## config.mk

```make
export PLATFORM = sky130hd
export DESIGN_NAME = cp_gpp_endpoint_flat
export DESIGN_NICKNAME = d
export VERILOG_FILES = /design/src/rtl/cp_gpp_endpoint_if.sv /design/src/rtl/cp_gpp_endpoint.sv /design/src/flat_wrapper.sv
export SDC_FILE = /design/constraint.sdc
export NUM_CORES = 1
export LEC_CHECK = 0
export CAP_MARGIN = 10
export CORE_ASPECT_RATIO = 1.1
export CORE_MARGIN = 3
export CORE_UTILIZATION = 60
export DETAILED_ROUTE_END_ITERATION = 16
export GPL_TIMING_DRIVEN = 0
export PLACE_DENSITY = 0.83
export SKIP_CTS_REPAIR_TIMING = 1
export SLEW_MARGIN = 20
export SYNTH_ARGS = -nofsm -noshare
export SYNTH_HDL_FRONTEND = slang
export SYNTH_SLANG_ARGS = --single-unit
```

## constraint.sdc

```tcl
create_clock -name clk -period 9 [get_ports clk]
set_input_delay 1.8 -clock clk [delete_from_list [all_inputs] [get_ports clk]]
set_output_delay 1.8 -clock clk [all_outputs]
set_load 0.1 [all_outputs]
```

## src/rtl/cp_gpp_endpoint_if.sv

```systemverilog
// GPP communication-port and network-side signal bundle for cp_gpp_endpoint.
// The endpoint takes the slave modport; the GPP/network side takes the master modport.
interface cp_gpp_endpoint_if;
  logic        enable_rtr;
  logic        gpp_rtr_cp;
  logic        gpp_trf_dp;
  logic        gpp_rtr_dp;
  logic [15:0] gpp_tx_data;
  logic [15:0] RAM_rx_data_out;
  logic        data_rx_flag;
  logic        gpp_trf_cp;
  logic        tx_overflow;
  logic        net_rx_valid;
  logic [15:0] net_rx_data;
  logic        net_rx_ready;
  logic        net_tx_valid;
  logic [15:0] net_tx_data;
  logic        net_tx_last;
  logic        net_tx_ready;

  modport slave (
    input  enable_rtr, gpp_rtr_cp, gpp_trf_dp, gpp_rtr_dp, gpp_tx_data,
    input  net_rx_valid, net_rx_data, net_tx_ready,
    output RAM_rx_data_out, data_rx_flag, gpp_trf_cp, tx_overflow,
    output net_rx_ready, net_tx_valid, net_tx_data, net_tx_last
  );

  modport master (
    output enable_rtr, gpp_rtr_cp, gpp_trf_dp, gpp_rtr_dp, gpp_tx_data,
    output net_rx_valid, net_rx_data, net_tx_ready,
    input  RAM_rx_data_out, data_rx_flag, gpp_trf_cp, tx_overflow,
    input  net_rx_ready, net_tx_valid, net_tx_data, net_tx_last
  );
endinterface

```

## src/rtl/cp_gpp_endpoint.sv

```systemverilog
// Communications-processor endpoint: buffers network words for GPP reads and
// streams GPP-written words to the network as committed packets.
module cp_gpp_endpoint #(
  parameter int unsigned RX_DEPTH = 16,
  parameter int unsigned TX_DEPTH = 16
) (
  input logic                clk,
  input logic                rst,
  cp_gpp_endpoint_if.slave   bus
);
  localparam int unsigned RxAw = $clog2(RX_DEPTH);
  localparam int unsigned RxCw = RxAw + 1;
  localparam int unsigned TxAw = $clog2(TX_DEPTH);
  localparam int unsigned TxCw = TxAw + 1;

  typedef enum logic [0:0] {StIdle, StSend} state_e;

  logic [15:0]     rx_mem [RX_DEPTH];
  logic [RxAw-1:0] rx_wr_q, rx_rd_q;
  logic [RxCw-1:0] rx_cnt_q, rx_cnt_d;
  logic            rx_push, rx_pop;
  logic [15:0]     rx_data_q;
  logic            rx_flag_q, rx_ack_q, rx_ready_q;

  logic [15:0]     tx_mem [TX_DEPTH];
  logic [TxAw-1:0] tx_wr_q, tx_rd_q;
  logic [TxCw-1:0] tx_cnt_q, tx_cnt_d, tx_avail, rem_q;
  logic            tx_full, tx_push, tx_pop, commit, ovf_q;
  state_e          state_q;

  // RX side: network pushes gated by the registered ready, GPP pops when non-empty.
  assign rx_push = bus.net_rx_valid & rx_ready_q;
  assign rx_pop  = bus.enable_rtr & bus.gpp_rtr_cp & (rx_cnt_q != '0);

  always_comb begin
    rx_cnt_d = rx_cnt_q;
    if (rx_push && !rx_pop)      rx_cnt_d = rx_cnt_q + RxCw'(1);
    else if (!rx_push && rx_pop) rx_cnt_d = rx_cnt_q - RxCw'(1);
  end

  always_ff @(posedge clk) begin
    if (rx_push) rx_mem[rx_wr_q] <= bus.net_rx_data;
  end

  always_ff @(posedge clk) begin
    if (!rst) begin
      rx_wr_q    <= '0;
      rx_rd_q    <= '0;
      rx_cnt_q   <= '0;
      rx_data_q  <= '0;
      rx_flag_q  <= 1'b0;
      rx_ack_q   <= 1'b0;
      rx_ready_q <= 1'b0;
    end else begin
      rx_cnt_q   <= rx_cnt_d;
      rx_flag_q  <= (rx_cnt_d != '0);
      rx_ready_q <= (rx_cnt_d != RxCw'(RX_DEPTH));
      rx_ack_q   <= rx_pop;
      if (rx_push) rx_wr_q <= rx_wr_q + RxAw'(1);
      if (rx_pop) begin
        rx_rd_q   <= rx_rd_q + RxAw'(1);
        rx_data_q <= rx_mem[rx_rd_q];
      end
    end
  end

  assign bus.RAM_rx_data_out = rx_data_q;
  assign bus.data_rx_flag    = rx_flag_q;
  assign bus.gpp_trf_cp      = rx_ack_q;
  assign bus.net_rx_ready    = rx_ready_q;

  // TX side: a same-cycle push counts toward the length latched by a commit.
  assign tx_full  = (tx_cnt_q == TxCw'(TX_DEPTH));
  assign tx_push  = bus.enable_rtr & bus.gpp_trf_dp & ~tx_full;
  assign tx_pop   = (state_q == StSend) & bus.net_tx_ready;
  assign tx_avail = tx_cnt_q + TxCw'(tx_push);
  assign commit   = (state_q == StIdle) & bus.enable_rtr & bus.gpp_rtr_dp & (tx_avail != '0);

  always_comb begin
    tx_cnt_d = tx_cnt_q;
    if (tx_push && !tx_pop)      tx_cnt_d = tx_cnt_q + TxCw'(1);
    else if (!tx_push && tx_pop) tx_cnt_d = tx_cnt_q - TxCw'(1);
  end

  always_ff @(posedge clk) begin
    if (tx_push) tx_mem[tx_wr_q] <= bus.gpp_tx_data;
  end

  always_ff @(posedge clk) begin
    if (!rst) begin
      tx_wr_q  <= '0;
      tx_rd_q  <= '0;
      tx_cnt_q <= '0;
      rem_q    <= '0;
      ovf_q    <= 1'b0;
      state_q  <= StIdle;
    end else begin
      tx_cnt_q <= tx_cnt_d;
      if (tx_push) tx_wr_q <= tx_wr_q + TxAw'(1);
      if (tx_pop)  tx_rd_q <= tx_rd_q + TxAw'(1);
      if (bus.enable_rtr && bus.gpp_trf_dp && tx_full) ovf_q <= 1'b1;
      unique case (state_q)
        StIdle: begin
          if (commit) begin
            rem_q   <= tx_avail;
            state_q <= StSend;
          end
        end
        StSend: begin
          if (bus.net_tx_ready) begin
            rem_q <= rem_q - TxCw'(1);
            if (rem_q == TxCw'(1)) state_q <= StIdle;
          end
        end
        default: state_q <= StIdle;
      endcase
    end
  end

  // Data is gated so the output reads zero whenever no packet is in flight.
  assign bus.net_tx_valid = (state_q == StSend);
  assign bus.net_tx_data  = (state_q == StSend) ? tx_mem[tx_rd_q] : 16'h0000;
  assign bus.net_tx_last  = (state_q == StSend) && (rem_q == TxCw'(1));
  assign bus.tx_overflow  = ovf_q;
endmodule

```

## src/flat_wrapper.sv

```systemverilog
// flat-port wrapper written by rule: the top's interface ports become plain ports
module cp_gpp_endpoint_flat 
#(
  parameter int unsigned RX_DEPTH = 16,
  parameter int unsigned TX_DEPTH = 16
)
  (clk, rst, bus_enable_rtr, bus_gpp_rtr_cp, bus_gpp_trf_dp, bus_gpp_rtr_dp, bus_gpp_tx_data, bus_net_rx_valid, bus_net_rx_data, bus_net_tx_ready, bus_RAM_rx_data_out, bus_data_rx_flag, bus_gpp_trf_cp, bus_tx_overflow, bus_net_rx_ready, bus_net_tx_valid, bus_net_tx_data, bus_net_tx_last);
  cp_gpp_endpoint_if bus_i ();
  input logic clk;
  input logic rst;
  input wire logic [$bits(bus_i.enable_rtr)-1:0] bus_enable_rtr;
  input wire logic [$bits(bus_i.gpp_rtr_cp)-1:0] bus_gpp_rtr_cp;
  input wire logic [$bits(bus_i.gpp_trf_dp)-1:0] bus_gpp_trf_dp;
  input wire logic [$bits(bus_i.gpp_rtr_dp)-1:0] bus_gpp_rtr_dp;
  input wire logic [$bits(bus_i.gpp_tx_data)-1:0] bus_gpp_tx_data;
  input wire logic [$bits(bus_i.net_rx_valid)-1:0] bus_net_rx_valid;
  input wire logic [$bits(bus_i.net_rx_data)-1:0] bus_net_rx_data;
  input wire logic [$bits(bus_i.net_tx_ready)-1:0] bus_net_tx_ready;
  output wire logic [$bits(bus_i.RAM_rx_data_out)-1:0] bus_RAM_rx_data_out;
  output wire logic [$bits(bus_i.data_rx_flag)-1:0] bus_data_rx_flag;
  output wire logic [$bits(bus_i.gpp_trf_cp)-1:0] bus_gpp_trf_cp;
  output wire logic [$bits(bus_i.tx_overflow)-1:0] bus_tx_overflow;
  output wire logic [$bits(bus_i.net_rx_ready)-1:0] bus_net_rx_ready;
  output wire logic [$bits(bus_i.net_tx_valid)-1:0] bus_net_tx_valid;
  output wire logic [$bits(bus_i.net_tx_data)-1:0] bus_net_tx_data;
  output wire logic [$bits(bus_i.net_tx_last)-1:0] bus_net_tx_last;
  assign bus_i.enable_rtr = bus_enable_rtr;
  assign bus_i.gpp_rtr_cp = bus_gpp_rtr_cp;
  assign bus_i.gpp_trf_dp = bus_gpp_trf_dp;
  assign bus_i.gpp_rtr_dp = bus_gpp_rtr_dp;
  assign bus_i.gpp_tx_data = bus_gpp_tx_data;
  assign bus_i.net_rx_valid = bus_net_rx_valid;
  assign bus_i.net_rx_data = bus_net_rx_data;
  assign bus_i.net_tx_ready = bus_net_tx_ready;
  assign bus_RAM_rx_data_out = bus_i.RAM_rx_data_out;
  assign bus_data_rx_flag = bus_i.data_rx_flag;
  assign bus_gpp_trf_cp = bus_i.gpp_trf_cp;
  assign bus_tx_overflow = bus_i.tx_overflow;
  assign bus_net_rx_ready = bus_i.net_rx_ready;
  assign bus_net_tx_valid = bus_i.net_tx_valid;
  assign bus_net_tx_data = bus_i.net_tx_data;
  assign bus_net_tx_last = bus_i.net_tx_last;
  cp_gpp_endpoint #(.RX_DEPTH(RX_DEPTH), .TX_DEPTH(TX_DEPTH)) u_core (.clk(clk), .rst(rst), .bus(bus_i));
endmodule
```

Yosys cells after proc, flatten, opt, wreduce, memory -nomap -nowiden --
Memories as Yosys holds them, arrays and structs flattened. A register that Yosys moved wholly into a read port is not among the register bits. Cells that the tools add are included.
Cells by class: reductions and logical operators 17, equal/unequal tests 5, bitwise operators 11, multiplexer cells 18, add/sub/neg operators 10
Operator list (number):
- 5-bit 2-to-1 mux | 6
- 4-bit by 1-bit adder with 4-bit output, second input constant | 4
- 16-bit 2-to-1 mux | 1
- 5-bit nonzero test | 3
- 5-bit by 1-bit subtractor with 5-bit output, second input constant | 3
- 5-bit by 1-bit adder with 5-bit output, second input constant | 2
- 5-bit case mux with 2 select lines | 1
- 1-bit AND | 9
- 4-bit 2-to-1 mux | 2
- 1-bit logical AND | 7
- 1-bit 2-to-1 mux | 7
- 5-bit by 1-bit adder with 5-bit output | 1
- 5-bit by 1-bit equality test with 1-bit output, second input constant | 1
- 5-bit equality test, second input constant | 1
- 1-bit logical NOT | 5
- 5-bit inequality test, second input constant | 1
- 2-bit by 1-bit inequality test with 1-bit output, second input constant | 1
- 2-bit inequality test, second input constant | 1
- 1-bit inverter | 2
- 1-bit case mux with 2 select lines | 1
- 2-bit AND reduction | 1
- 2-bit nonzero test | 1
Storage, ports and cells: output and inout port bits 38, input bits 40, bits in writable memories 512, logic and storage cells 75, register bits 36, memories kept 2
Memory list:
- u_core.rx_mem | depth 16, width 16, read ports 1, clocked after memory_dff 1, wr ports 1, line cp_gpp_endpoint.sv:18 | logic [15:0] rx_mem [RX_DEPTH];
- u_core.tx_mem | depth 16, width 16, read ports 1, clocked after memory_dff 1, wr ports 1, line cp_gpp_endpoint.sv:25 | logic [15:0] tx_mem [TX_DEPTH];

Longest topological paths before layout --
Gate-level depths: netlist of the first run.
depth after elaboration 8, mapped depth 12, gate-level depth less buffers 10

Least setup slack after synthesis of the first run --
Ideal clock, no wire load.
kind in2reg, start input bus_net_rx_valid, end memory u_core.rx_mem[3][0] (enable), setup slack 4.913 ns, stages 4, arrival 3.678 ns, cells stage by stage and2_1 -> clkbuf_1 -> nand2_1 -> nor3_1
Between the ends: word-level cells in the longest chain between the ends 3
RTL lines:
- from (decl) | line flat_wrapper.sv:16 | input wire logic [$bits(bus_i.net_rx_valid)-1:0] bus_net_rx_valid;
- 1-bit AND | line cp_gpp_endpoint.sv:32 | assign rx_push = bus.net_rx_valid & rx_ready_q;
- 1-bit 2-to-1 mux | line cp_gpp_endpoint.sv:42 | if (rx_push) rx_mem[rx_wr_q] <= bus.net_rx_data;
- 1-bit 2-to-1 mux (implied by the code) | line cp_gpp_endpoint.sv:42
- to (decl) | line cp_gpp_endpoint.sv:18
Every way passes these cells.

==> metrics.cfg, run 1 <==
[run_status]
status = finished clean

[route]
route.vias.total = 11600
wl_per_cell_microns = 28.5
viasPerCell = 6.53
ant_nets = 0
remaining_drc_errors = 0
wirelength_mm = 50.8
detail_route.first_pass.iterations = 5
drt_iter0_markers = 1158

[worst_setup_path]
crit_path_start_kind = register
arrival_ps = 4260
worstSetupPathType = register to output pin
critPathMaxFanout = 10
worstSetupEndpointType = output pin
required_ps = 7200

[floorplan]
initial_core_util_pct = 61.1
num_rows = 73
die_h_microns = 208
dieArea_sq_mm = 0.0393
ios = 78
die_width_microns = 189
coreArea_sq_mm = 0.0363

[sta]
worst_slew_pin_slew_ps = 1130
clock_skew_ps = 31.5
setup_ws_ps = 2940
setup_tns_ps = 0
rsz0062_at_grt = no
min_period_ps = 6060
finalHoldViolations = 0
slew_viol_final = 0
fmax_mhz = 165
slew_headroom_pct = 24.9
fin_crit_sh_pct = 67.3
setup_viol = 0

[clock_network]
htree_levels = 2
cts_buffers = 53
clock_sinks = 568
clk_root_buffer_cell = clkbuf_16
tritoncts = yes
clk_pin_slew_worst_paths_ps = 60
clock_latency_ps = 590
clock_path_buffers = 3

[yosys]
synth-seq-cells = 568
synth_fp_nets = 1161
synth_area_leaders = edfxtp_1, mux4_2, dfxtp_1
ys_types = 54
syn-cell-area_sq_mm = 0.0222
synth-edff-count = 512
yosys.area.top_type_share_pct = 69.4
synthCells = 1099
yosys.area.top_type = edfxtp_1
ys.warnings.count = 0
yosysSeqAreaShare_pct = 74.5
async_reset_ff_share_pct = 0
synth_ff_type = edfxtp_1
synth_area_per_cell_sq_um = 20.2

[grt]
gr-total-overflow = 0
grt_pass1_vias = 12100
antenna_found_initial = 0
grt_pass1_wl_mm = 76.0
grt_max_degree = 17
grt_use_total_pct = 26.2

[place]
port_buffers = 77
dp_hpwl_mm = 30.2
place_ws_ps = 3580
dp.cells = 1682
gp_congestion = 0.815

[worst_hold_path]
hp-class = register to register

[layout]
final-seq-area_sq_mm = 0.0165
area.growth.synth_to_final_pct = 15.5
fin_cells = 1780
nNetsFinal = 1312
multi_input_area_sq_mm = 0.00540
layout-drive-gt1-share_pct = 22.4
fill_cells = 2089

[power]
power.leakage_nw = 8.12
ir_drop_v = 0.000207
power-per-cell-area_mw_per_mm2 = 242
power_w = 0.00620

[run]
drv_cap = 0

==> per-stage QoR <==
| stage | cell area, sq um | util (%) | hold WS [ps] |
|---|---|---|---|
| finish | 25600 | 70.6 | 477 |
| global route | 25600 | 70.6 | 505 |
| CTS | 25600 | 70.6 | 484 |
| detailed placement | 23800 | 65.7 | 467 |
| global placement | 23500 | 64.9 | 451 |
| floorplan | 22200 | - | 448 |
==> path summary, 6_finish.rpt <==
| kind | slack, ps | startpoint | end | cells past startpoint |
|---|---|---|---|---|
| worst max-delay path | 2940 | register | bus_net_tx_data[8] | 6 |
| worst min register to register | 480 | u_core.bus.tx_overflow | u_core.bus.tx_overflow | 1 |
| worst min-delay path | 480 | u_core.bus.tx_overflow | u_core.bus.tx_overflow | 1 |
| worst max register to register | 5500 | u_core.tx_cnt_q[1] | u_core.tx_cnt_q[4] | 12 |
==> power by group <==
part	total [W]	leakage [nW]	internal, W	switching (W)
clock	0.00228	0.865	0.00133	0.000948
combinational	0.000917	2.18	0.000356	0.000561
sequential	0.00301	5.07	0.00295	0.0000531
total	0.00620	8.12	0.00464	0.00156
==> synth_stat cells, types with 14 or more instances <==
library cell,instances
a221oi_1,17
a22o_1,16
and2_1,35
buf_2,18
clkbuf_1,34
dfxtp_1,56
edfxtp_1,512
ha_1,21
inv_1,14
mux4_2,144
nand2_1,42
nor2_1,42
o22ai_1,17
==> layout make-up <==
class                      instances  area share (%)
buffer                            60           0.997
clock buffer                      71            5.64
sequential                       568            64.5
antenna                            2          0.0196
inverter                          15           0.220
multi-input combinational        456            21.1
clock inverter                    25            1.22
timing repair buffer              96            3.95
tap                              487            2.38
==> worst max-delay path, stage by stage, from the launching register on <==
cell             delay (ps)
dfxtp_1                 310
clkbuf_1                470
clkbuf_1                820
mux4_2                  440
mux4_2                  470
and2_1                  180
clkdlybuf4s50_1         990
==> logic make-up (layout without fill, tap and decap cells) <==
logic type               Yosys count  count (layout)  synth area share, %
XOR/XNOR                          22              22                0.954
adder cells (fa/ha/maj)           24              24                 1.37
buffers and inverters             75             267                 1.41
multiplexers                     149             149                 14.9
other                              0               2                    0
AND/OR/NAND/NOR                  170             170                 3.89
flip-flops                       568             568                 74.5
AO/OA/AOI/OAI                     91              91                 3.06
==> layer usage <==
layer / track usage, % / vias to the layer above / routed length [microns]
li1: - / 4815 / -
met1: 32.5 / 6027 / 17700
met2: 46.9 / 657 / 27700
met3: 4.66 / 132 / 3870
met4: 9.28 / 0 / 1610
met5: 0 / - / 0
==> registers in the layout, summed over array words and instances (netlist names), named ones only <==
register / count
u_core.rx_rd_q: 4
u_core.tx_mem: 256
u_core.tx_rd_q: 4
u_core.rx_cnt_q: 5
u_core.bus.gpp_trf_cp: 1
u_core.bus.tx_overflow: 1
u_core.tx_cnt_q: 5
u_core.bus.net_rx_ready: 1
u_core.bus.net_tx_valid: 1
u_core.rem_q: 5
u_core.rx_mem: 256
u_core.tx_wr_q: 4
u_core.bus.RAM_rx_data_out: 16
u_core.bus.data_rx_flag: 1
u_core.rx_wr_q: 4
==> layout by cell type, fill, tap and decap left out, types with 12 or more instances in the layout <==
| cell type | instances |
|---|---|
| o22ai_1 | 17 |
| a21oi_1 | 12 |
| a22o_1 | 16 |
| mux4_2 | 144 |
| dfxtp_1 | 56 |
| clkbuf_1 | 47 |
| clkbuf_16 | 53 |
| nor2_2 | 12 |
| clkdlybuf4s50_1 | 77 |
| buf_2 | 18 |
| inv_1 | 14 |
| nand2_1 | 42 |
| and2_1 | 31 |
| edfxtp_1 | 512 |
| nor2_1 | 30 |
| a221oi_1 | 17 |
| ha_1 | 21 |
Power figures use the tool's default switching activity.
==> inputs of run 2 (changes only) <==
--- a/config.mk
+++ b/config.mk
@@ -8,10 +8,10 @@
 export CAP_MARGIN = 10
 export CORE_ASPECT_RATIO = 1.1
 export CORE_MARGIN = 3
-export CORE_UTILIZATION = 60
+export CORE_UTILIZATION = 55
 export DETAILED_ROUTE_END_ITERATION = 16
 export GPL_TIMING_DRIVEN = 0
-export PLACE_DENSITY = 0.83
+export PLACE_DENSITY = 0.81
 export SKIP_CTS_REPAIR_TIMING = 1
 export SLEW_MARGIN = 20
 export SYNTH_ARGS = -nofsm -noshare
==> constraint.sdc (replaced) <==
create_clock -name clk -period 5.52 [get_ports clk]
set_input_delay 1.104 -clock clk [delete_from_list [all_inputs] [get_ports clk]]
set_output_delay 1.104 -clock clk [all_outputs]
set_load 0.1 [all_outputs]
==> metrics.cfg, run 2 (synthesized netlist as in run 1, its figures left out) <==
[sta]
min_period_ps = 5300
fin_crit_sh_pct = 96.0
clock_skew_ps = 20.9  ; -10.6 ps
worst_slew_pin_slew_ps = 1160  ; +38.5 ps
setup_viol = 0  ; unchanged
setup_tns_ps = 0  ; unchanged
fin_hold_ws_ps = 471  ; -6.31 ps
rsz0062_at_grt = no
fmax_mhz = 189
slew_viol_final = 0  ; unchanged
finalHoldViolations = 0  ; unchanged
slew_headroom_pct = 22.3  ; -2.6 points

[power]
p_int_w = 0.00727  ; +57%
ir_drop_v = 0.000278  ; +34%
switching_power_w = 0.00258  ; +65%
power.leakage_nw = 8.04  ; -0.96%
p_comb_share_pct = 15.2  ; +0.4 points
swShare_pct = 26.2  ; +1.0 points
p_seq_share_pct = 49.8  ; +1.3 points
power-per-cell-area_mw_per_mm2 = 386  ; +60%
power.share.clock_pct = 35.1  ; -1.6 points

[worst_setup_path]
critPathMaxFanout = 10  ; unchanged
r2r_start = u_core.tx_cnt_q[1]
required_ps = 4420  ; -2780 ps
arrival_ps = 4190  ; -70 ps
reg2reg_slack_ps = 1910  ; -3590 ps
r2r-end = u_core.tx_cnt_q[4]
worstSetupPathType = register to output pin
worstSetupEndpointType = output pin
rr_worst_depth = 12  ; unchanged
crit_path_start_kind = register

[layout]
layout-drive-gt1-share_pct = 21.9  ; -0.46 points
final_common_cell = edfxtp_1
area.growth.synth_to_final_pct = 15.0
layout_common_cells = edfxtp_1, mux4_2, clkdlybuf4s50_1
nNetsFinal = 1313  ; +0.076%

[worst_hold_path]
hp-class = register to register
hold_path_depth = 2  ; +1
min_to = u_core.bus.RAM_rx_data_out[0]
worstHoldStart = u_core.bus.RAM_rx_data_out[0]

[floorplan]
die_width_microns = 197  ; +4.3%
ios = 78  ; unchanged
coreArea_sq_mm = 0.0395  ; +8.8%
die_h_microns = 217  ; +4.3%
dieArea_sq_mm = 0.0427  ; +8.8%
initial_core_util_pct = 56.1  ; -5.0 points
num_rows = 76  ; +4.1%

[route]
viasPerCell = 6.30  ; -3.5%
ant_nets = 0  ; unchanged
route.vias.total = 11400  ; -2.3%
remaining_drc_errors = 0  ; unchanged
wirelength_mm = 49.0  ; -3.5%
detail_route.first_pass.iterations = 5  ; unchanged
wl_per_cell_microns = 27.2  ; -4.8%
drt_iter0_markers = 1107  ; -4.4%

[clock_network]
clock_sinks = 568  ; unchanged
clk_pin_slew_worst_paths_ps = 70  ; about the same
cts_buffers = 53  ; unchanged
clock_latency_ps = 610  ; +20 ps
htree_levels = 2  ; unchanged
clk_root_buffer_cell = clkbuf_16
clock_path_buffers = 3  ; unchanged
tritoncts = yes

[grt]
antenna_found_initial = 1  ; +1
grt_max_degree = 17  ; unchanged
gr-total-overflow = 0  ; unchanged
grt_pass1_wl_mm = 74.4  ; -2.1%
grt_pass1_vias = 12000  ; -1.1%
grt_use_total_pct = 23.5  ; -2.7 points

[run_status]
status = finished clean

[place]
gp_congestion = 0.772  ; -5.2%
dp_hpwl_mm = 30.0  ; -0.69%
port_buffers = 77  ; unchanged

[run]
drv_cap = 0  ; unchanged

[run 2: worst max path at each step]
stage / startpoint / to / cells past startpoint
6_report: register / bus_net_tx_data[9] / 6
3_5_place_dp: register / bus_net_tx_data[14] / 6
5_1_grt: register / bus_net_tx_data[15] / 6
2_1_floorplan: bus_net_rx_valid / u_core.rx_mem[3][0] / 4
4_1_cts: register / bus_net_tx_data[9] / 6
3_3_place_gp: bus_net_rx_valid / u_core.rx_mem[3][0] / 5
[run 2: metrics by stage]
stage | util, % | instances | total power [W] | setup slack (ps) | cell area, sq um
final | 64.6 | 1803 | 0.00985 | 223 | 25500
after CTS | 64.6 | 1802 | 0.00989 | 194 | 25500
after global routing | 64.6 | 1803 | 0.0102 | 99.8 | 25500
after global placement | 59.7 | 1683 | 0.00642 | 443 | 23600
after floorplan | - | 1099 | 0.00604 | 2130 | 22200
after detailed placement | 60.4 | 1703 | 0.00647 | 859 | 23800
[run 2: power groups by stage]
stage	Sequential (W)	Combinational, W	Clock [W]
2_1_floorplan	0.00517	0.000873	0
6_report	0.00490	0.00149	0.00345
3_5_place_dp	0.00499	0.00149	0
4_1_cts	0.00490	0.00150	0.00349
3_3_place_gp	0.00498	0.00144	0
5_1_grt	0.00491	0.00160	0.00366
[run 2: final cells by class]
| class | instances | area, sq um |
|---|---|---|
| antenna | 1 | 2.50 |
| buffer | 60 | 255 |
| clock buffer | 61 | 1360 |
| clock inverter | 38 | 285 |
| fill | 2496 | 14000 |
| inverter | 15 | 56.3 |
| multi-input combinational | 456 | 5400 |
| sequential | 568 | 16500 |
| tap | 507 | 634 |
| timing repair buffer | 97 | 992 |
[run 2: metal layers]
| metal | vias up | routed length, microns | track usage, % |
|---|---|---|---|
| li1 | 4810 | - | - |
| met1 | 5881 | 17400 | 28.8 |
| met2 | 574 | 26500 | 42.0 |
| met3 | 102 | 3630 | 4.21 |
| met4 | 0 | 1520 | 8.86 |
| met5 | - | 0 | 0 |
[run 2: critical path, stage by stage, from the launching register on]
cell,delay (ps)
dfxtp_1,300
clkbuf_1,470
clkbuf_1,730
mux4_2,430
mux4_2,500
and2_1,180
clkdlybuf4s50_1,960
